[config.mk]
export PLATFORM = sky130hd
export DESIGN_NAME = res_st_sched_flat
export DESIGN_NICKNAME = d
export VERILOG_FILES = /design/src/rtl/res_st_sched_pkg.sv /design/src/rtl/res_st_sched_if.sv /design/src/rtl/res_st_sched_age_select.sv /design/src/rtl/res_st_sched.sv /design/src/flat_wrapper.sv
export SDC_FILE = /design/constraint.sdc
export NUM_CORES = 1
export LEC_CHECK = 0
export BUFFER_PORTS_ARGS = -buffer_cell sky130_fd_sc_hd__buf_4
export CORE_MARGIN = 4
export CORE_UTILIZATION = 40
export CTS_BUF_LIST = sky130_fd_sc_hd__clkbuf_4
export DETAILED_ROUTE_END_ITERATION = 8
export SETUP_SLACK_MARGIN = 0.3
export SLEW_MARGIN = 40
export SYNTH_ARGS = -nofsm -noshare
export SYNTH_HDL_FRONTEND = slang
export SYNTH_SLANG_ARGS = --single-unit
[constraint.sdc]
create_clock -name clk -period 17.5 [get_ports clk]
set_input_delay 1.75 -clock clk [delete_from_list [all_inputs] [get_ports clk]]
set_output_delay 1.75 -clock clk [all_outputs]
set_load 0.03 [all_outputs]
[src/rtl/res_st_sched_pkg.sv]
// Shared types and sizing for the reservation-station scheduler.
package res_st_sched_pkg;

    localparam int RES_ST_SIZE        = 8;
    localparam int PHY_RF_ADDR_WIDTH  = 6;
    localparam int ROB_SIZE           = 32;
    localparam int RES_ST_ADDR_WIDTH  = $clog2(RES_ST_SIZE);
    localparam int ROB_ADDR_WIDTH     = $clog2(ROB_SIZE);

    typedef logic [RES_ST_ADDR_WIDTH-1:0] res_st_addr_t;
    typedef logic [ROB_ADDR_WIDTH-1:0]    rob_addr_t;
    typedef logic [PHY_RF_ADDR_WIDTH-1:0] phy_tag_t;

    // Per-entry lifecycle: FREE -> WAIT (written) -> SEL (in issue reg) -> FREE
    typedef enum logic [1:0] {
        FREE = 2'd0,
        WAIT = 2'd1,
        SEL  = 2'd2
    } res_st_entry_state_t;

    // Distance from the ROB head; the ROB_SIZE wrap falls out of the width.
    function automatic rob_addr_t rob_age(rob_addr_t tag, rob_addr_t head);
        return tag - head;
    endfunction

endpackage

[src/rtl/res_st_sched_if.sv]
// Rename-side and execute-side bus of the reservation-station scheduler.
//
// Issue handshake: issue_valid_out / issue_ready_in. A transfer happens on
// every rising edge where both are 1. While valid=1 and ready=0 the issue
// address and ROB tag are held stable; valid never drops without a transfer
// except on flush or reset.
interface res_st_sched_if;
    import res_st_sched_pkg::*;

    logic         free_slot_valid_out;
    res_st_addr_t free_slot_addr_out;
    logic         res_st_wr_en_in;
    res_st_addr_t res_st_wr_addr_in;
    phy_tag_t     src1_tag_in;
    logic         src1_busy_in;
    phy_tag_t     src2_tag_in;
    logic         src2_busy_in;
    rob_addr_t    rob_tag_in;
    logic         issue_valid_out;
    res_st_addr_t issue_addr_out;
    rob_addr_t    issue_rob_tag_out;
    logic         issue_ready_in;
    res_st_entry_state_t [RES_ST_SIZE-1:0] entry_state_dbg;

    modport slave (
        output free_slot_valid_out, free_slot_addr_out,
        input  res_st_wr_en_in, res_st_wr_addr_in,
        input  src1_tag_in, src1_busy_in, src2_tag_in, src2_busy_in, rob_tag_in,
        output issue_valid_out, issue_addr_out, issue_rob_tag_out,
        input  issue_ready_in,
        output entry_state_dbg
    );

    modport master (
        input  free_slot_valid_out, free_slot_addr_out,
        output res_st_wr_en_in, res_st_wr_addr_in,
        output src1_tag_in, src1_busy_in, src2_tag_in, src2_busy_in, rob_tag_in,
        input  issue_valid_out, issue_addr_out, issue_rob_tag_out,
        output issue_ready_in,
        input  entry_state_dbg
    );

endinterface

[src/rtl/res_st_sched_age_select.sv]
// Oldest-ready picker: minimum (rob_tag - head) among ready entries,
// ties resolved toward the lowest index.
module res_st_sched_age_select
    import res_st_sched_pkg::*;
(
    input  logic [RES_ST_SIZE-1:0] ready,
    input  rob_addr_t              rob_tags [RES_ST_SIZE],
    input  rob_addr_t              head,
    output logic                   sel_valid,
    output res_st_addr_t           sel_idx
);

    rob_addr_t best_age;

    // Ascending scan with strict less-than keeps the lowest index on ties
    always_comb begin
        sel_valid = 1'b0;
        sel_idx   = '0;
        best_age  = '0;
        for (int i = 0; i < RES_ST_SIZE; i++) begin
            if (ready[i] && (!sel_valid || rob_age(rob_tags[i], head) < best_age)) begin
                sel_valid = 1'b1;
                sel_idx   = res_st_addr_t'(i);
                best_age  = rob_age(rob_tags[i], head);
            end
        end
    end

endmodule

[src/rtl/res_st_sched.sv]
// Reservation-station occupancy tracking, CDB wakeup and oldest-ready issue.
module res_st_sched
    import res_st_sched_pkg::*;
(
    input  logic                clk,
    input  logic                rst,
    res_st_sched_if.slave       rs,
    input  rob_addr_t           rob_head_ptr_in,
    input  logic                cdb_valid_in,
    input  phy_tag_t            cdb_tag_in,
    input  logic                flush_in,
    output logic                err_out
);

    res_st_entry_state_t [RES_ST_SIZE-1:0] state_q;
    logic [RES_ST_SIZE-1:0] src1_busy_q;
    logic [RES_ST_SIZE-1:0] src2_busy_q;
    phy_tag_t               src1_tag_q [RES_ST_SIZE];
    phy_tag_t               src2_tag_q [RES_ST_SIZE];
    rob_addr_t              rob_tag_q  [RES_ST_SIZE];

    logic         issue_valid_q;
    res_st_addr_t issue_addr_q;
    rob_addr_t    issue_rob_tag_q;
    logic         err_q;

    logic [RES_ST_SIZE-1:0] ready;
    logic         sel_valid;
    res_st_addr_t sel_idx;
    logic         fire;
    logic         load;
    logic         wr_ok;

    assign fire  = issue_valid_q & rs.issue_ready_in;
    assign load  = sel_valid & (~issue_valid_q | fire);
    assign wr_ok = rs.res_st_wr_en_in & (state_q[rs.res_st_wr_addr_in] == FREE);

    // Readiness from registered state only: eligible the cycle after the last busy bit clears
    always_comb begin
        for (int i = 0; i < RES_ST_SIZE; i++) begin
            ready[i] = (state_q[i] == WAIT) & ~src1_busy_q[i] & ~src2_busy_q[i];
        end
    end

    res_st_sched_age_select u_age_select (
        .ready     (ready),
        .rob_tags  (rob_tag_q),
        .head      (rob_head_ptr_in),
        .sel_valid (sel_valid),
        .sel_idx   (sel_idx)
    );

    // Lowest-index FREE entry advertised to rename
    always_comb begin
        rs.free_slot_valid_out = 1'b0;
        rs.free_slot_addr_out  = '0;
        for (int i = RES_ST_SIZE - 1; i >= 0; i--) begin
            if (state_q[i] == FREE) begin
                rs.free_slot_valid_out = 1'b1;
                rs.free_slot_addr_out  = res_st_addr_t'(i);
            end
        end
    end

    // Entry lifecycle, operand capture with CDB bypass, and wakeup
    always_ff @(posedge clk or posedge rst) begin
        if (rst) begin
            for (int i = 0; i < RES_ST_SIZE; i++) begin
                state_q[i]     <= FREE;
                src1_busy_q[i] <= 1'b0;
                src2_busy_q[i] <= 1'b0;
                src1_tag_q[i]  <= '0;
                src2_tag_q[i]  <= '0;
                rob_tag_q[i]   <= '0;
            end
        end else if (flush_in) begin
            for (int i = 0; i < RES_ST_SIZE; i++) begin
                state_q[i] <= FREE;
            end
        end else begin
            for (int i = 0; i < RES_ST_SIZE; i++) begin
                if (state_q[i] == SEL && fire && issue_addr_q == res_st_addr_t'(i)) begin
                    state_q[i] <= FREE;
                end else if (state_q[i] == WAIT && load && sel_idx == res_st_addr_t'(i)) begin
                    state_q[i] <= SEL;
                end else if (wr_ok && rs.res_st_wr_addr_in == res_st_addr_t'(i)) begin
                    state_q[i]     <= WAIT;
                    src1_tag_q[i]  <= rs.src1_tag_in;
                    src2_tag_q[i]  <= rs.src2_tag_in;
                    rob_tag_q[i]   <= rs.rob_tag_in;
                    src1_busy_q[i] <= rs.src1_busy_in &
                                      ~(cdb_valid_in && cdb_tag_in == rs.src1_tag_in);
                    src2_busy_q[i] <= rs.src2_busy_in &
                                      ~(cdb_valid_in && cdb_tag_in == rs.src2_tag_in);
                end
                if (state_q[i] == WAIT && cdb_valid_in) begin
                    if (src1_tag_q[i] == cdb_tag_in) src1_busy_q[i] <= 1'b0;
                    if (src2_tag_q[i] == cdb_tag_in) src2_busy_q[i] <= 1'b0;
                end
            end
        end
    end

    // Issue register: reload on empty or on transfer, otherwise hold
    always_ff @(posedge clk or posedge rst) begin
        if (rst) begin
            issue_valid_q   <= 1'b0;
            issue_addr_q    <= '0;
            issue_rob_tag_q <= '0;
        end else if (flush_in) begin
            issue_valid_q <= 1'b0;
        end else if (load) begin
            issue_valid_q   <= 1'b1;
            issue_addr_q    <= sel_idx;
            issue_rob_tag_q <= rob_tag_q[sel_idx];
        end else if (fire) begin
            issue_valid_q <= 1'b0;
        end
    end

    // Sticky flag for writes aimed at an occupied entry
    always_ff @(posedge clk or posedge rst) begin
        if (rst) begin
            err_q <= 1'b0;
        end else if (!flush_in && rs.res_st_wr_en_in && !wr_ok) begin
            err_q <= 1'b1;
        end
    end

    assign rs.issue_valid_out   = issue_valid_q;
    assign rs.issue_addr_out    = issue_addr_q;
    assign rs.issue_rob_tag_out = issue_rob_tag_q;
    assign rs.entry_state_dbg   = state_q;
    assign err_out              = err_q;

endmodule

[src/flat_wrapper.sv]
// flat-port wrapper written by rule: the top's interface ports become plain ports
module res_st_sched_flat import res_st_sched_pkg::*;
  (clk, rst, rob_head_ptr_in, cdb_valid_in, cdb_tag_in, flush_in, err_out, rs_free_slot_valid_out, rs_free_slot_addr_out, rs_res_st_wr_en_in, rs_res_st_wr_addr_in, rs_src1_tag_in, rs_src1_busy_in, rs_src2_tag_in, rs_src2_busy_in, rs_rob_tag_in, rs_issue_valid_out, rs_issue_addr_out, rs_issue_rob_tag_out, rs_issue_ready_in, rs_entry_state_dbg);
  res_st_sched_if rs_i ();
  input  logic clk;
  input  logic rst;
  input  rob_addr_t rob_head_ptr_in;
  input  logic cdb_valid_in;
  input  phy_tag_t cdb_tag_in;
  input  logic flush_in;
  output logic err_out;
  output wire logic [$bits(rs_i.free_slot_valid_out)-1:0] rs_free_slot_valid_out;
  output wire logic [$bits(rs_i.free_slot_addr_out)-1:0] rs_free_slot_addr_out;
  input wire logic [$bits(rs_i.res_st_wr_en_in)-1:0] rs_res_st_wr_en_in;
  input wire logic [$bits(rs_i.res_st_wr_addr_in)-1:0] rs_res_st_wr_addr_in;
  input wire logic [$bits(rs_i.src1_tag_in)-1:0] rs_src1_tag_in;
  input wire logic [$bits(rs_i.src1_busy_in)-1:0] rs_src1_busy_in;
  input wire logic [$bits(rs_i.src2_tag_in)-1:0] rs_src2_tag_in;
  input wire logic [$bits(rs_i.src2_busy_in)-1:0] rs_src2_busy_in;
  input wire logic [$bits(rs_i.rob_tag_in)-1:0] rs_rob_tag_in;
  output wire logic [$bits(rs_i.issue_valid_out)-1:0] rs_issue_valid_out;
  output wire logic [$bits(rs_i.issue_addr_out)-1:0] rs_issue_addr_out;
  output wire logic [$bits(rs_i.issue_rob_tag_out)-1:0] rs_issue_rob_tag_out;
  input wire logic [$bits(rs_i.issue_ready_in)-1:0] rs_issue_ready_in;
  output wire logic [$bits(rs_i.entry_state_dbg)-1:0] rs_entry_state_dbg;
  assign rs_free_slot_valid_out = rs_i.free_slot_valid_out;
  assign rs_free_slot_addr_out = rs_i.free_slot_addr_out;
  assign rs_i.res_st_wr_en_in = rs_res_st_wr_en_in;
  assign rs_i.res_st_wr_addr_in = rs_res_st_wr_addr_in;
  assign rs_i.src1_tag_in = rs_src1_tag_in;
  assign rs_i.src1_busy_in = rs_src1_busy_in;
  assign rs_i.src2_tag_in = rs_src2_tag_in;
  assign rs_i.src2_busy_in = rs_src2_busy_in;
  assign rs_i.rob_tag_in = rs_rob_tag_in;
  assign rs_issue_valid_out = rs_i.issue_valid_out;
  assign rs_issue_addr_out = rs_i.issue_addr_out;
  assign rs_issue_rob_tag_out = rs_i.issue_rob_tag_out;
  assign rs_i.issue_ready_in = rs_issue_ready_in;
  assign rs_entry_state_dbg = rs_i.entry_state_dbg;
  res_st_sched u_core (.clk(clk), .rst(rst), .rs(rs_i), .rob_head_ptr_in(rob_head_ptr_in), .cdb_valid_in(cdb_valid_in), .cdb_tag_in(cdb_tag_in), .flush_in(flush_in), .err_out(err_out));
endmodule
* Yosys cells after proc, flatten, opt, wreduce, memory -nomap -nowiden
Index checks and enable logic that the tools add are counted. Widths: inputs -> output; s select.
Storage, ports and cells: input port bits 39, memories kept 0, bits in writable memories 0, ROM bits 0, register bits 178, output and inout port bits 30, logic and storage cells 425, bits in latches 0
Operators by class: multiplexer cells 151, divide/modulo/power cells 0, multipliers 0, bitwise operators 59, $lt $le $gt $ge 9, reductions and logical operators 105, equality and inequality tests 55, shift-type cells 0, add/subtract/negate cells 8
Operators by type and width (count):
- $eq 6x6->1 | 18
- $mux 1 | 100
- $logic_and 1x1->1 | 59
- $mux 2 | 25
- $mux 5 | 9
- $mux 3 | 14
- $sub 5x5->5 | 8
- $eq 3x3->1 const B | 12
- $not 1->1 | 36
- $lt 5x5->1 | 7
- $reduce_and 4->1 | 8
- $reduce_bool 4->1 | 8
- $and 1x1->1 | 21
- $eq 3x2->1 const B | 6
- $logic_not 2->1 | 9
- $eq 2x1->1 const B | 8
- $eq 2x2->1 const B | 8
- $mux 16 | 1
- $bmux 5 s3 | 1
- $eq 3x1->1 const B | 3
- $logic_not 1->1 | 9
- $logic_not 3->1 | 3
- $logic_or 1x1->1 | 7
- $bmux 2 s3 | 1
- 6 further kinds | 6

* Logic depth before layout (Yosys ltp)
Gate-level depths: netlist of run 1.
depth in word-level cells 39, mapped depth 75, mapped depth without buffers 72

* Cells and area by module
Synthesis of run 1 repeated with hierarchy kept, for this count alone.
Second synthesis, totals: cells, all modules 1131, area, all modules 11726.2 um^2
By module, submodules not included:
- res_st_sched | cells each 799, area an instance 9105.0 um^2, instances 1, seq. area each 4454.3 um^2
- res_st_sched_age_select | cells each 332, area an instance 2621.3 um^2, instances 1, seq. area each 0.0 um^2

* Worst setup path after synthesis of run 1
No wires, ideal clock.
path kind input -> register, start point input port rob_head_ptr_in[1], end point register u_core.rob_tag_q[8] (netlist name), data required time 17.375 ns, arrival 14.851 ns, buffers on the path 3, library setup time 0.125 ns, path slack 2.524 ns, stages on the path 65, cells stage by stage inv_1 -> fa_1 -> a21o_1 -> a21oi_1 -> xnor2_1 -> nand2_1 -> ha_1 -> a21oi_1 -> o21ai_0 -> o21a_1 -> nor2_1 -> nor2_1 -> a21oi_1 -> ha_1 -> a21oi_1 -> o221ai_1 -> a21o_1 -> or2_2 -> [... 29 more ...] -> o21a_1 -> nand2_1 -> and4bb_1 -> nor3b_2 -> nor2_1 -> a21o_1 -> ha_1 -> a21oi_1 -> nor2b_1 -> o21ai_0 -> nand2b_1 -> a41o_1 -> nand2_1 -> and2_1 -> or4_1 -> nand3_2 -> buf_2 -> mux2_2
Between the ends: longest elaborated chain between the ends 35, elaborated cells between the ends (all ways) 62, those cells by class add/sub (8); order compare (7); eq/ne (1); mux (21); bitwise (2); reduce/logical (23)
RTL lines:
- from (decl) | RTL line flat_wrapper.sv:7 | input rob_addr_t rob_head_ptr_in;
- $sub 5x5->5
- $mux 5 | RTL line res_st_sched_age_select.sv:21 | if (ready[i] && (!sel_valid || rob_age(rob_tags[i], head) < best_age)) begin
- $lt 5x5->1 | RTL line res_st_sched_age_select.sv:21
- $logic_or 1x1->1 | RTL line res_st_sched_age_select.sv:21
- $logic_and 1x1->1 | RTL line res_st_sched_age_select.sv:21
- $mux 5 or $mux 1 (tied branches) | RTL line res_st_sched_age_select.sv:21
- $lt 5x5->1 or $logic_not 1->1 (tied branches) | RTL line res_st_sched_age_select.sv:21
- $logic_or 1x1->1 | RTL line res_st_sched_age_select.sv:21
- [... 19 more ...]
- $logic_or 1x1->1 | RTL line res_st_sched_age_select.sv:21
- $logic_and 1x1->1 | RTL line res_st_sched_age_select.sv:21
- $mux 1 | RTL line res_st_sched_age_select.sv:21
- $and 1x1->1 | RTL line res_st_sched.sv:35 | assign load = sel_valid & (~issue_valid_q | fire);
- $logic_and 1x1->1 | RTL line res_st_sched.sv:84 | end else if (state_q[i] == WAIT && load && sel_idx == res_st_addr_t'(i)) begin
- $logic_and 1x1->1 * | RTL line res_st_sched.sv:84
- $not 1->1 (no source line) *
- $reduce_and 4->1 (no source line) *
- to (signal, indexed assignment) | RTL line res_st_sched.sv:90 | rob_tag_q[i] <= rs.rob_tag_in;
- to (decl) | RTL line res_st_sched.sv:20 | rob_addr_t rob_tag_q [RES_ST_SIZE];
Every way passes the cells marked *; elsewhere a longest branch is shown, timed or not. A chain may end at the register's enable or synchronous reset.

* Worst setup path after layout of run 1
start point input port rob_head_ptr_in[0], end point register u_core.src2_tag_q[7] (netlist name)
Between the ends: longest elaborated chain between the ends 35, elaborated cells between the ends (all ways) 62, those cells by class add/sub (8); order compare (7); eq/ne (1); mux (21); bitwise (2); reduce/logical (23)
RTL lines:
- $sub 5x5->5
- $mux 5 | RTL line res_st_sched_age_select.sv:21
- $lt 5x5->1 | RTL line res_st_sched_age_select.sv:21
- $logic_or 1x1->1 | RTL line res_st_sched_age_select.sv:21
- $logic_and 1x1->1 | RTL line res_st_sched_age_select.sv:21
- $mux 5 or $mux 1 (tied branches) | RTL line res_st_sched_age_select.sv:21
- $lt 5x5->1 or $logic_not 1->1 (tied branches) | RTL line res_st_sched_age_select.sv:21
- $logic_or 1x1->1 | RTL line res_st_sched_age_select.sv:21
- [... 19 more ...]
- $logic_or 1x1->1 | RTL line res_st_sched_age_select.sv:21
- $logic_and 1x1->1 | RTL line res_st_sched_age_select.sv:21
- $mux 1 | RTL line res_st_sched_age_select.sv:21
- $and 1x1->1 | RTL line res_st_sched.sv:35
- $logic_and 1x1->1 | RTL line res_st_sched.sv:84
- $logic_and 1x1->1 * | RTL line res_st_sched.sv:84
- $not 1->1 (no source line) *
- $reduce_and 4->1 (no source line) *
- to (signal, indexed assignment) | RTL line res_st_sched.sv:89 | src2_tag_q[i] <= rs.src2_tag_in;
- to (decl) | RTL line res_st_sched.sv:19 | phy_tag_t src2_tag_q [RES_ST_SIZE];
Marked as above.

==> impl_summary.md, run 1 <==
STA
For the finished layout, the period the worst path requires is 15.70 ns. The total of endpoints with negative setup slack in the final report is 0. For the pin with the worst max-slew slack, the measured transition is 0.810 ns. The number of failing hold endpoints at the final stage is 0.

The clock tree skew after final layout is 0.0192 ns. The final hold slack is 0.501 ns. The max-slew violation count is 0. After routing, the total negative slack on setup checks comes to 0 ns. Setup repair after global routing left no endpoint under its margin. The final period utilization is 89.7%.

In this run the tightest slew margin relative to its limit is 45.6%. For this run, the top clock speed supported by timing is 63.7 MHz.

Worst setup path
Of all nets on the critical path, the largest fanout is 18. STA classifies the critical path endpoint as a flip-flop. Among the stages of the critical path, the cell type that occurs most often is sky130_fd_sc_hd__a21o_1. The slowest stage of the critical path is the sky130_fd_sc_hd__a21oi_1 cell. STA classifies the critical path startpoint as an input port. The largest single stage delay on the critical path is 0.53 ns. The data required time of the critical path is 17.94 ns. At the worst endpoint, the arrival time is 16.13 ns. The critical path is of the input port to flip-flop type.

The largest delay contributor family on the critical path is compound AO/OA/AOI/OAI gates. The critical path buffer and inverter count is 3.

Routing
The post-route DRC violation count is 0. The remaining antenna violation count is 0. The wire length reported by the detailed router is 32600 um. The routed via count is 8712. The wire length per cell after detailed routing is 21.0 um. The per-cell via count in the routed design is 5.60. The detailed router's first-iteration violation count is 550. For this run, the detailed router's first-pass iteration total came to 5.

Clock network
The clock passes through at most 2 buffers. Buffers added to address setup during post-CTS repair amount to 0. TritonCTS built the clock tree. The CTS buffer count is 17. The TritonCTS sink count is 178. Hold repair after CTS inserted 0 buffers.

The post-cts gate resize count is 0. The library cell used as clock root buffer is sky130_fd_sc_hd__clkbuf_4. CTS built an H-tree with a depth of 4.

The clock network latency to the later pin of the worst-skew pair is 0.55 ns. The clock edge transition at the registers on the reported setup and hold paths is 0.15 ns.

Synth
After synthesis, the share of flip-flops with an asynchronous set or reset is 100%. For this run, the leading register cell type out of synthesis is sky130_fd_sc_hd__dfrtp_1. Synthesis handed over a netlist of 1113 instances. The net count after synthesis is 1220. The number of flip-flops and latches in the synthesized netlist is 178. The synthesized design spends more area on one cell type than any other, namely sky130_fd_sc_hd__dfrtp_1. The count of flip-flops with a built-in enable after synthesis is 0. Sorting the synthesized cells by area gives the leading types as sky130_fd_sc_hd__dfrtp_1 (38%), sky130_fd_sc_hd__mux2_2 (13%), sky130_fd_sc_hd__xnor2_1 (6.7%). The mapped netlist covers 11600 um2.

The Yosys step of the flow raised 0 warnings. Summed over its instances, the top area cell type makes up 38.4% of the synthesized netlist area. Synthesis instantiated 79 different standard cells from the library. The mean instance size in the synthesized netlist is 10.4 um2. The sequential element share of the synthesized area is 38.4%.

Die
Measured along the x axis, the die boundary spans 178 um. The die covers 31800 um2. The height of the die is 178 um. The core area is 28600 um2.

69 I/O pins were placed. The floorplan has 62 rows. The effective utilization at floorplan is 40.5%.

Placed design
The total placed cells including tap cells is 1524. The HPWL reported at the end of detailed placement is 24500 um. Summing all placed instances gives a cell area of 12500 um2. The congestion estimate from routability-driven global placement came to 0.955. Buffers placed on the I/O ports in this run total 68.

Cells and area
In the layout the commonest cells are sky130_fd_sc_hd__dfrtp_1 (178), sky130_fd_sc_hd__mux2_2 (130), sky130_fd_sc_hd__xnor2_1 (88). The commonest non-fill, non-tap cell in the layout is sky130_fd_sc_hd__dfrtp_1. The net count of the finished layout is 1266. The number of standard cells in the final layout excluding fillers is 1556.

The count of antenna diodes in the layout is 0. Relative to the synthesized area, the layout overhead comes to 10.0%. The number of inserted filler cells in the final layout is 2762. The final design area excluding fillers is 12800 um2. The post-route netlist has 23.1% of its cells at a drive strength greater than 1.

Pwr
The worst-case IR drop observed on VDD is 0.0000476 V. In this run the power density over the cells is 106 nW/um2. In this run the static leakage power is 5.54 nW.

Global route
The global-route wire length before repair is 51100 um. The number of antenna violations at the first check in global routing is 0. For this run the aggregate overflow at the end of global routing stands at 0.

The largest net degree at the start of global routing is 100. The via count of the first global-routing pass came to 8726. The combined global-route utilization of all metal layers is 20.9%.

Outcome
The run finished with clean final reports.

Worst hold path
The worst min-delay path category is flip-flop to flip-flop.

Run
Across the run, the number of max-cap violations was 0.
-- cell usage after synthesis, types with 20 or more instances --
cell type,number
sky130_fd_sc_hd__nor2_1,68
sky130_fd_sc_hd__xor2_1,52
sky130_fd_sc_hd__nand2_1,53
sky130_fd_sc_hd__o21ai_0,40
sky130_fd_sc_hd__a21oi_1,47
sky130_fd_sc_hd__ha_1,60
sky130_fd_sc_hd__nor4_1,20
sky130_fd_sc_hd__dfrtp_1,178
sky130_fd_sc_hd__inv_1,49
sky130_fd_sc_hd__mux2_2,130
sky130_fd_sc_hd__clkbuf_1,35
sky130_fd_sc_hd__a21o_1,31
sky130_fd_sc_hd__xnor2_1,88
-- routing by layer --
metal,part of all wire [%],wire (um),global-route usage (%)
met2,50,16300,36.6
met5,0,0,0
met4,2.2,733,5.28
met3,3.7,1200,2.67
met1,44,14400,27.4
-- power by group --
| part | switching [mW] | internal [mW] | leakage, nW |
|---|---|---|---|
| clock network | 0.145 | 0.0735 | 0.132 |
| registers | 0.0856 | 0.506 | 2.26 |
| logic | 0.280 | 0.256 | 3.15 |
| total | 0.511 | 0.835 | 5.54 |
-- cell type report --
type	instances	area (um2)	area share, %
inverter	49	191	1.50
clock inverter	13	113	0.883
timing repair buffer	76	574	4.50
tap	384	480	3.77
clock buffer	19	143	1.12
sequential	178	4450	34.9
multi-input combinational	837	6800	53.3
-- metrics by stage --
step | setup WS [ns] | power, mW | utilization (%)
after CTS | 1.70 | 1.35 | 44.5
after global placement | 1.55 | 1.12 | 43.5
after floorplan | 2.52 | 0.980 | -
final | 1.80 | 1.35 | 44.5
after global routing | 0.521 | 1.45 | 44.5
after detailed placement | 1.12 | 1.13 | 43.6
-- final timing paths --
| kind | cells after the start | end | startpoint | slack, ns |
|---|---|---|---|---|
| min in group asynchronous | 2 | u_core.src2_tag_q[24]$_DFFE_PP0P_ | rst | 1.29 |
| max in group asynchronous | 3 | u_core.src1_tag_q[40]$_DFFE_PP0P_ | rst | 15.01 |
| min reg2reg | 2 | u_core.src1_busy_q[3]$_DFFE_PP0N_ | u_core.src1_busy_q[3]$_DFFE_PP0N_ | 0.50 |
| min | 2 | u_core.src1_busy_q[3]$_DFFE_PP0N_ | u_core.src1_busy_q[3]$_DFFE_PP0N_ | 0.50 |
| max | 66 | u_core.src2_tag_q[7]$_DFFE_PP0P_ | rob_head_ptr_in[0] | 1.80 |
| max reg2reg | 65 | u_core.src2_tag_q[7]$_DFFE_PP0P_ | u_core.rob_tag_q[30]$_DFFE_PP0P_ | 2.71 |
-- worst reg2reg max path: cells and delay by family, from the launching register on --
kind,cells,cell delay (ns)
mux,2,0.94
flops,1,0.43
buf+inv,3,0.32
compound gates,34,6.35
simple gates,16,3.79
xor+xnor,1,0.19
fa+ha+maj,9,2.66
-- state kept, by name, indices dropped and copies added, names as in the netlist, 3 cells and up --
signal and count:
u_core.rob_tag_q 40, u_core.rs.entry_state_dbg 16, u_core.rs.issue_addr_out 3, u_core.rs.issue_rob_tag_out 5, u_core.src1_busy_q 8, u_core.src1_tag_q 48, u_core.src2_busy_q 8, u_core.src2_tag_q 48
-- logic make-up (layout without fill, tap and decap cells) --
logic type | after synthesis | after routing | share of synthesized area [%]
fa+ha+maj | 68 | 68 | 7.86
simple gates | 256 | 256 | 12.1
mux | 152 | 152 | 14.7
buf+inv | 98 | 157 | 3.25
xor+xnor | 140 | 140 | 10.6
compound gates | 221 | 221 | 13.0
flops | 178 | 178 | 38.4
No activity file was read; power rests on OpenSTA's default activity.
==> run 2: changes to the inputs <==
Settings changed: BUFFER_PORTS_ARGS -buffer_cell sky130_fd_sc_hd__buf_4 to -buffer_cell sky130_fd_sc_hd__buf_2.
==> impl_summary.md, run 2 (synthesis results as in run 1) <==
Routing
The post-route DRC violation count is 0 (unchanged). The total length of routed met2 wires was 15900 um (-2.2%). The total met3 wirelength after detailed routing is 1270 um (+5.7%). The per-cell via count in the routed design is 5.63 (+0.62%).

The remaining antenna violation count was 0 (unchanged). The number of iterations in the first detailed-routing pass is 5 (unchanged). The wire length reported by the detailed router was 32400 um (-0.80%). The detailed router's first-iteration violation count is 494 (-10%). The routed via count is 8760 (+0.55%). The highest metal layer used by the detailed router is met4. The routed metal-1 wirelength is 14200 um (-1.4%).

The wire length per cell after detailed routing is 20.8 um (-0.73%).

Worst setup path
For this design, the slowest cell found on the critical path is sky130_fd_sc_hd__a21oi_1. The endpoint of the worst register-to-register path is u_core.rob_tag_q[7]$_DFFE_PP0P_. The classification of the worst setup path is input port to flip-flop.

The capture point of the critical path is u_core.rob_tag_q[7]$_DFFE_PP0P_. The data required time of the critical path is 17.95 ns (about the same). The reg2reg setup slack is 2.59 ns (-0.12 ns). The worst setup path is captured at a flip-flop. The worst register-to-register path begins at u_core.rob_tag_q[35]$_DFFE_PP0P_.

The worst reg2reg path depth is 66 (+1.5%). In this design, the critical path's most frequently occurring cell is sky130_fd_sc_hd__a21o_1. The worst setup path is launched from an input port. The worst endpoint data arrival time came to 16.32 ns (+0.19 ns). The launch point of the worst path is rob_head_ptr_in[0].

The delay of the slowest critical-path stage came to 0.61 ns (+0.08 ns). The maximum fanout along the worst path is 18 (unchanged).

STA
The max-slew violation count is 0 (unchanged). The worst-margin pin slew was 0.859 ns (+0.0485 ns). The setup total negative slack is 0 ns (unchanged).

The clock tree skew after final layout is 0.0329 ns (+0.0137 ns). The number of failing hold endpoints at the final stage came to 0 (unchanged). The final period demand of the worst path is 15.87 ns (+0.172 ns). Setup repair after global routing left no endpoint under its margin. The final worst setup slack is 1.63 ns (-0.172 ns). The final period utilization is 90.7% (+0.98 points).

The total of endpoints with negative setup slack in the final report is 0 (unchanged). The tightest slew margin relative to the limit was 42.3% (-3.3 points). The highest achievable clock rate is 63.0 MHz (-1.1%).

Die
The standard-cell row count came to 62 (unchanged). The floorplan die width is 178 um (unchanged). The die area is 31800 um2 (unchanged). The core area is 28600 um2 (unchanged). The height of the die came to 178 um (unchanged). The effective utilization at floorplan is 40.5% (unchanged). The I/O pin count came to 69 (unchanged).

Cells and area
The layout cell share with drive strength beyond 1 is 23.3% (+0.19 points). The share of the core filled with cells is 44.1% (-0.45 points). The number of nets in the final layout is 1265 (-0.079%). In the final layout, the registers with the most flip-flops are u_core.src1_tag_q (48), u_core.src2_tag_q (48), u_core.rob_tag_q (40). The library cell used most frequently in the layout, excluding fill and tap cells, is sky130_fd_sc_hd__dfrtp_1. The count of antenna diodes in the layout came to 0 (unchanged). The number of inserted filler cells in the final layout is 2731 (-1.1%). The final design area excluding fillers is 12600 um2 (-1.0%). The library cells used most frequently in the layout, excluding fill and tap cells, are sky130_fd_sc_hd__dfrtp_1 (178), sky130_fd_sc_hd__mux2_2 (130), sky130_fd_sc_hd__xnor2_1 (88). Compared with the post-synthesis result, the final layout area differs by 8.93%.

Global route
The leftover overflow at the end of global routing is 0 (unchanged). The largest net degree at the start of global routing is 122 (+22%). The via count of the first global-routing pass is 8608 (-1.4%). The combined global-route utilization of all metal layers came to 20.6% (-0.22 points). The number of antenna violations at the first check in global routing came to 0 (unchanged). The global-route wire length before repair is 50400 um (-1.5%).

Worst hold path
The worst min-delay path category is flip-flop to flip-flop. The count of cells along the worst hold path is 1 (-1).

Placed design
The HPWL reported at the end of detailed placement is 24200 um (-1.3%). The setup slack at placement is 1.11 ns (-0.00504 ns). The placer's final routability congestion estimate is 0.923 (-3.4%). The post-detailed-placement cell area is 12300 um2 (-1.4%).

The count of input and output buffers was 68 (unchanged).

Clock network
The maximum count of clock buffers along a single path is 2 (unchanged). The TritonCTS sink count is 178 (unchanged). The clock edge transition at the registers on the reported setup and hold paths is 0.17 ns (+0.02 ns). The post-CTS setup-driven buffer insertion count is 0 (unchanged).

The CTS buffer count is 17 (unchanged). The clock network latency to the later pin of the worst-skew pair is 0.58 ns (+0.03 ns). The post-cts gate resize count is 0 (unchanged). The cell sitting at the root of the clock tree is a sky130_fd_sc_hd__clkbuf_4. The CTS tree is yes. The H-tree depth came to 4 (unchanged).

The hold buffer count at CTS is 0 (unchanged).

Pwr
The ratio of total power to cell area is 108 nW/um2 (+2.4%). The leakage power of the design was 5.53 nW (-0.26%). The worst ir drop on vdd is 0.0000880 V (+85%).

Run
The number of maximum-capacitance constraint violations is 0 (unchanged).

Outcome
The run finished with clean final reports.
## run 2: cell types whose count changed in the layout (fill, tap and decap cells not counted), sizes merged
cell,change
inv,+5
clkinvlp,-3
clkbuf,-3
## run 2: power by group
part / switching [mW] / total (mW) / internal [mW]
clock: 0.165 / 0.243 / 0.0781
sequential: 0.0852 / 0.591 / 0.505
combinational: 0.283 / 0.531 / 0.248
total: 0.533 / 1.36 / 0.831
## run 2: final cells by class
class	instances	area (um2)	area share, %
repair buffers	75	394	3.12
clock inverters	15	169	1.34
clock buffers	17	128	1.01
flip-flops and latches	178	4450	35.3
multi-input cells	837	6800	53.9
inverters	49	196	1.56
well taps	384	480	3.81
## run 2: layer usage
metal	vias up	GRT usage [%]
met5	-	0
met4	0	6.62
met3	51	2.59
met2	234	34.9
met1	4376	27.6
li1	4099	-
## run 2: worst min path at each step
stage                                            from                                 to  slack [ns]
CTS                        u_core.err_out$_DFFE_PP0P_         u_core.err_out$_DFFE_PP0P_        0.49
global route               u_core.err_out$_DFFE_PP0P_         u_core.err_out$_DFFE_PP0P_        0.54
detailed placement         u_core.err_out$_DFFE_PP0P_         u_core.err_out$_DFFE_PP0P_        0.45
global placement           u_core.err_out$_DFFE_PP0P_         u_core.err_out$_DFFE_PP0P_        0.45
finish                     u_core.err_out$_DFFE_PP0P_         u_core.err_out$_DFFE_PP0P_        0.49
floorplan           u_core.src1_busy_q[3]$_DFFE_PP0N_  u_core.src1_busy_q[3]$_DFFE_PP0N_        0.44
## run 2: worst max-delay path, delay by kind of cell
kind                     cells  cell delay [ns]
adder cells (fa/ha/maj)      9             2.71
XOR/XNOR                     1             0.13
AND/OR/NAND/NOR             17             3.89
multiplexers                 2             0.92
AO/OA/AOI/OAI               34             6.41
buffers and inverters        3             0.46
## run 2: metrics by stage
stage | hold WS [ns] | cells | total power, mW
5_1_grt | 0.536 | 1555 | 1.46
6_report | 0.491 | 1555 | 1.36
3_5_place_dp | 0.454 | 1523 | 1.13
2_1_floorplan | 0.441 | 1113 | 0.980
4_1_cts | 0.491 | 1555 | 1.37
3_3_place_gp | 0.447 | 1522 | 1.12
==> run 3: changes to the inputs <==
Settings changed: CORE_MARGIN 4 to 2.
==> impl_summary.md, run 3 (synthesis results as in run 1) <==
Cells and area
The largest registers in the layout are u_core.src1_tag_q (48), u_core.src2_tag_q (48), u_core.rob_tag_q (40). The area growth from synthesis to layout is 9.34%. The total area of multi-input combinational cells is 6800 um2 (unchanged). The layout cell share with drive strength beyond 1 is 23.5% (+0.22 points).

The share of the core filled with cells was 44.3% (+0.17 points). The number of nets in the final layout is 1267 (+0.16%). The number of standard cells in the final layout excluding fillers is 1557 (+0.13%). The count of antenna diodes in the layout is 0 (unchanged).

Leaving out fill and tap cells, the most frequent cells in the layout are sky130_fd_sc_hd__dfrtp_1 (178), sky130_fd_sc_hd__mux2_2 (130), sky130_fd_sc_hd__xnor2_1 (88). The number of inserted filler cells in the final layout came to 2790 (+2.2%). The commonest non-fill, non-tap cell in the layout is sky130_fd_sc_hd__dfrtp_1. The sequential cell area in the final layout is 4450 um2 (unchanged).

Worst setup path
The maximum fanout along the worst path was 18 (unchanged). The cell with the most instances on the worst path is sky130_fd_sc_hd__a21o_1. The delay of the slowest critical-path stage was 0.52 ns (-0.09 ns). The worst endpoint data arrival time is 16.41 ns (+0.09 ns). STA classifies the critical path startpoint as an input port. For this design, the slowest cell found on the critical path is sky130_fd_sc_hd__a211oi_1. The data required time of the critical path was 17.97 ns (+0.02 ns). The critical path is of the input port to flip-flop type.

The critical path endpoint category is a flip-flop.

Clock network
The H-tree depth was 4 (unchanged). TritonCTS built the clock tree. The clock edge transition at the registers on the reported setup and hold paths is 0.17 ns (about the same). The clock network latency to the later pin of the worst-skew pair is 0.60 ns (+0.02 ns). The maximum count of clock buffers along a single path is 2 (unchanged). The TritonCTS sink count is 178 (unchanged). The post-CTS setup-driven buffer insertion count was 0 (unchanged). The hold buffer count at CTS is 0 (unchanged). The post-cts gate resize count is 0 (unchanged). The CTS buffer count was 17 (unchanged). The tree is rooted in a sky130_fd_sc_hd__clkbuf_4.

Pwr
The worst ir drop on vdd is 0.0000427 V (-51%). The leakage power of the design is 5.54 nW (+0.23%). The power consumption came to 1.37 mW (about the same).

The ratio of total power to cell area is 108 nW/um2 (-0.30%).

Run
The number of maximum-capacitance constraint violations came to 0 (unchanged).

Routing
The wire length per cell after detailed routing is 21.0 um (+0.80%). The number of iterations in the first detailed-routing pass was 5 (unchanged). The wire length reported by the detailed router was 32700 um (+0.93%). The detailed router's first-iteration violation count came to 475 (-3.8%). The remaining antenna violation count is 0 (unchanged). The post-route DRC violation count is 0 (unchanged). The routed via count came to 8670 (-1.0%). The per-cell via count in the routed design came to 5.57 (-1.2%).

Worst hold path
In this run the worst hold path is classified as flip-flop to flip-flop.

STA
The final period utilization is 91.1% (+0.41 points). The worst-margin pin slew is 0.836 ns (-0.0223 ns). The final hold slack is 0.501 ns (+0.00984 ns). The highest achievable clock rate came to 62.7 MHz (-0.45%).

The total of endpoints with negative setup slack in the final report is 0 (unchanged). The max-slew violation count came to 0 (unchanged). The setup total negative slack was 0 ns (unchanged).

The tightest slew margin relative to the limit is 43.7% (+1.4 points). The clock tree skew after final layout is 0.0323 ns (-0.000525 ns). The final period demand of the worst path is 15.94 ns (+0.0725 ns). The number of failing hold endpoints at the final stage is 0 (unchanged).

Setup repair after global routing left no endpoint under its margin.

Global route
The routing layer with the top usage in global route is met2. The global-route wire length before repair is 51700 um (+2.7%). The fraction of met1 tracks used by global routing is 28.3% (+0.64 points).

The combined global-route utilization of all metal layers came to 22.1% (+1.5 points). The global routing met2 resource utilization came to 38.4% (+3.6 points). The via count of the first global-routing pass is 8783 (+2.0%). The number of antenna violations at the first check in global routing is 0 (unchanged). The largest net degree at the start of global routing is 105 (-14%). The global routing usage on met3 is 2.97% (+0.39 points). The leftover overflow at the end of global routing is 0 (unchanged).

Outcome
The flow ran to the end, and the final reports show no timing, DRC or antenna violations.

Placed design
The placer's final routability congestion estimate was 0.870 (-5.7%). The total placed cells including tap cells is 1524 (+0.066%). The count of input and output buffers came to 68 (unchanged). The HPWL reported at the end of detailed placement was 24400 um (+0.74%).

Die
The floorplan die width was 174 um (-2.2%). The die area came to 30400 um2 (-4.4%). The effective utilization at floorplan came to 40.5% (unchanged). The standard-cell row count was 62 (unchanged). The core area came to 28600 um2 (unchanged).

The I/O pin count came to 69 (unchanged). The height of the die is 174 um (-2.2%).
## run 3: layout make-up
type                            instances  area share (%)
Tap cell                              384            3.79
Clock buffer                           17            1.01
Timing Repair Buffer                   77            3.39
Multi-Input combinational cell        837            53.7
Clock inverter                         15            1.47
Sequential cell                       178            35.1
Inverter                               49            1.51
## run 3: path summary, 6_finish.rpt
check	from	end	slack, ns	cells past startpoint
min in group asynchronous	rst	u_core.src2_tag_q[30]$_DFFE_PP0P_	1.07	2
setup / recovery	rob_head_ptr_in[0]	u_core.src1_tag_q[11]$_DFFE_PP0P_	1.56	65
setup reg to reg	u_core.rob_tag_q[35]$_DFFE_PP0P_	u_core.src1_tag_q[11]$_DFFE_PP0P_	2.49	65
hold reg to reg	u_core.err_out$_DFFE_PP0P_	u_core.err_out$_DFFE_PP0P_	0.50	1
hold / removal	u_core.err_out$_DFFE_PP0P_	u_core.err_out$_DFFE_PP0P_	0.50	1
max in group asynchronous	rst	u_core.src1_tag_q[34]$_DFFE_PP0P_	15.42	3
## run 3: worst max-delay path: cells and delay by family
kind | cells | cell delay, ns
buffers and inverters | 3 | 0.45
and+or+nand+nor | 17 | 3.98
AOI/OAI and AO/OA | 33 | 6.45
adders and majority gates | 9 | 2.74
muxes | 2 | 0.86
xor gates and xnor gates | 1 | 0.14
## run 3: through the flow
stage | cell area (um2) | setup slack, ns
detailed placement | 12300 | 1.06
floorplan | 11600 | 2.52
finish | 12700 | 1.56
CTS | 12600 | 1.64
global route | 12700 | 0.425
global placement | 12300 | 1.41
## run 3: report_power, final
part / internal, mW / leakage (nW) / switching, mW
Clock: 0.0679 / 0.157 / 0.174
Sequential: 0.505 / 2.26 / 0.0839
Combinational: 0.250 / 3.13 / 0.285
Total: 0.823 / 5.54 / 0.542
## run 3: metal layers
metal / vias up / share of wire (%) / wire length, um
li1: 4108 / - / -
met1: 4327 / 44 / 14500
met2: 184 / 50 / 16300
met3: 51 / 3.0 / 992
met4: 0 / 2.8 / 924
met5: - / 0 / 0
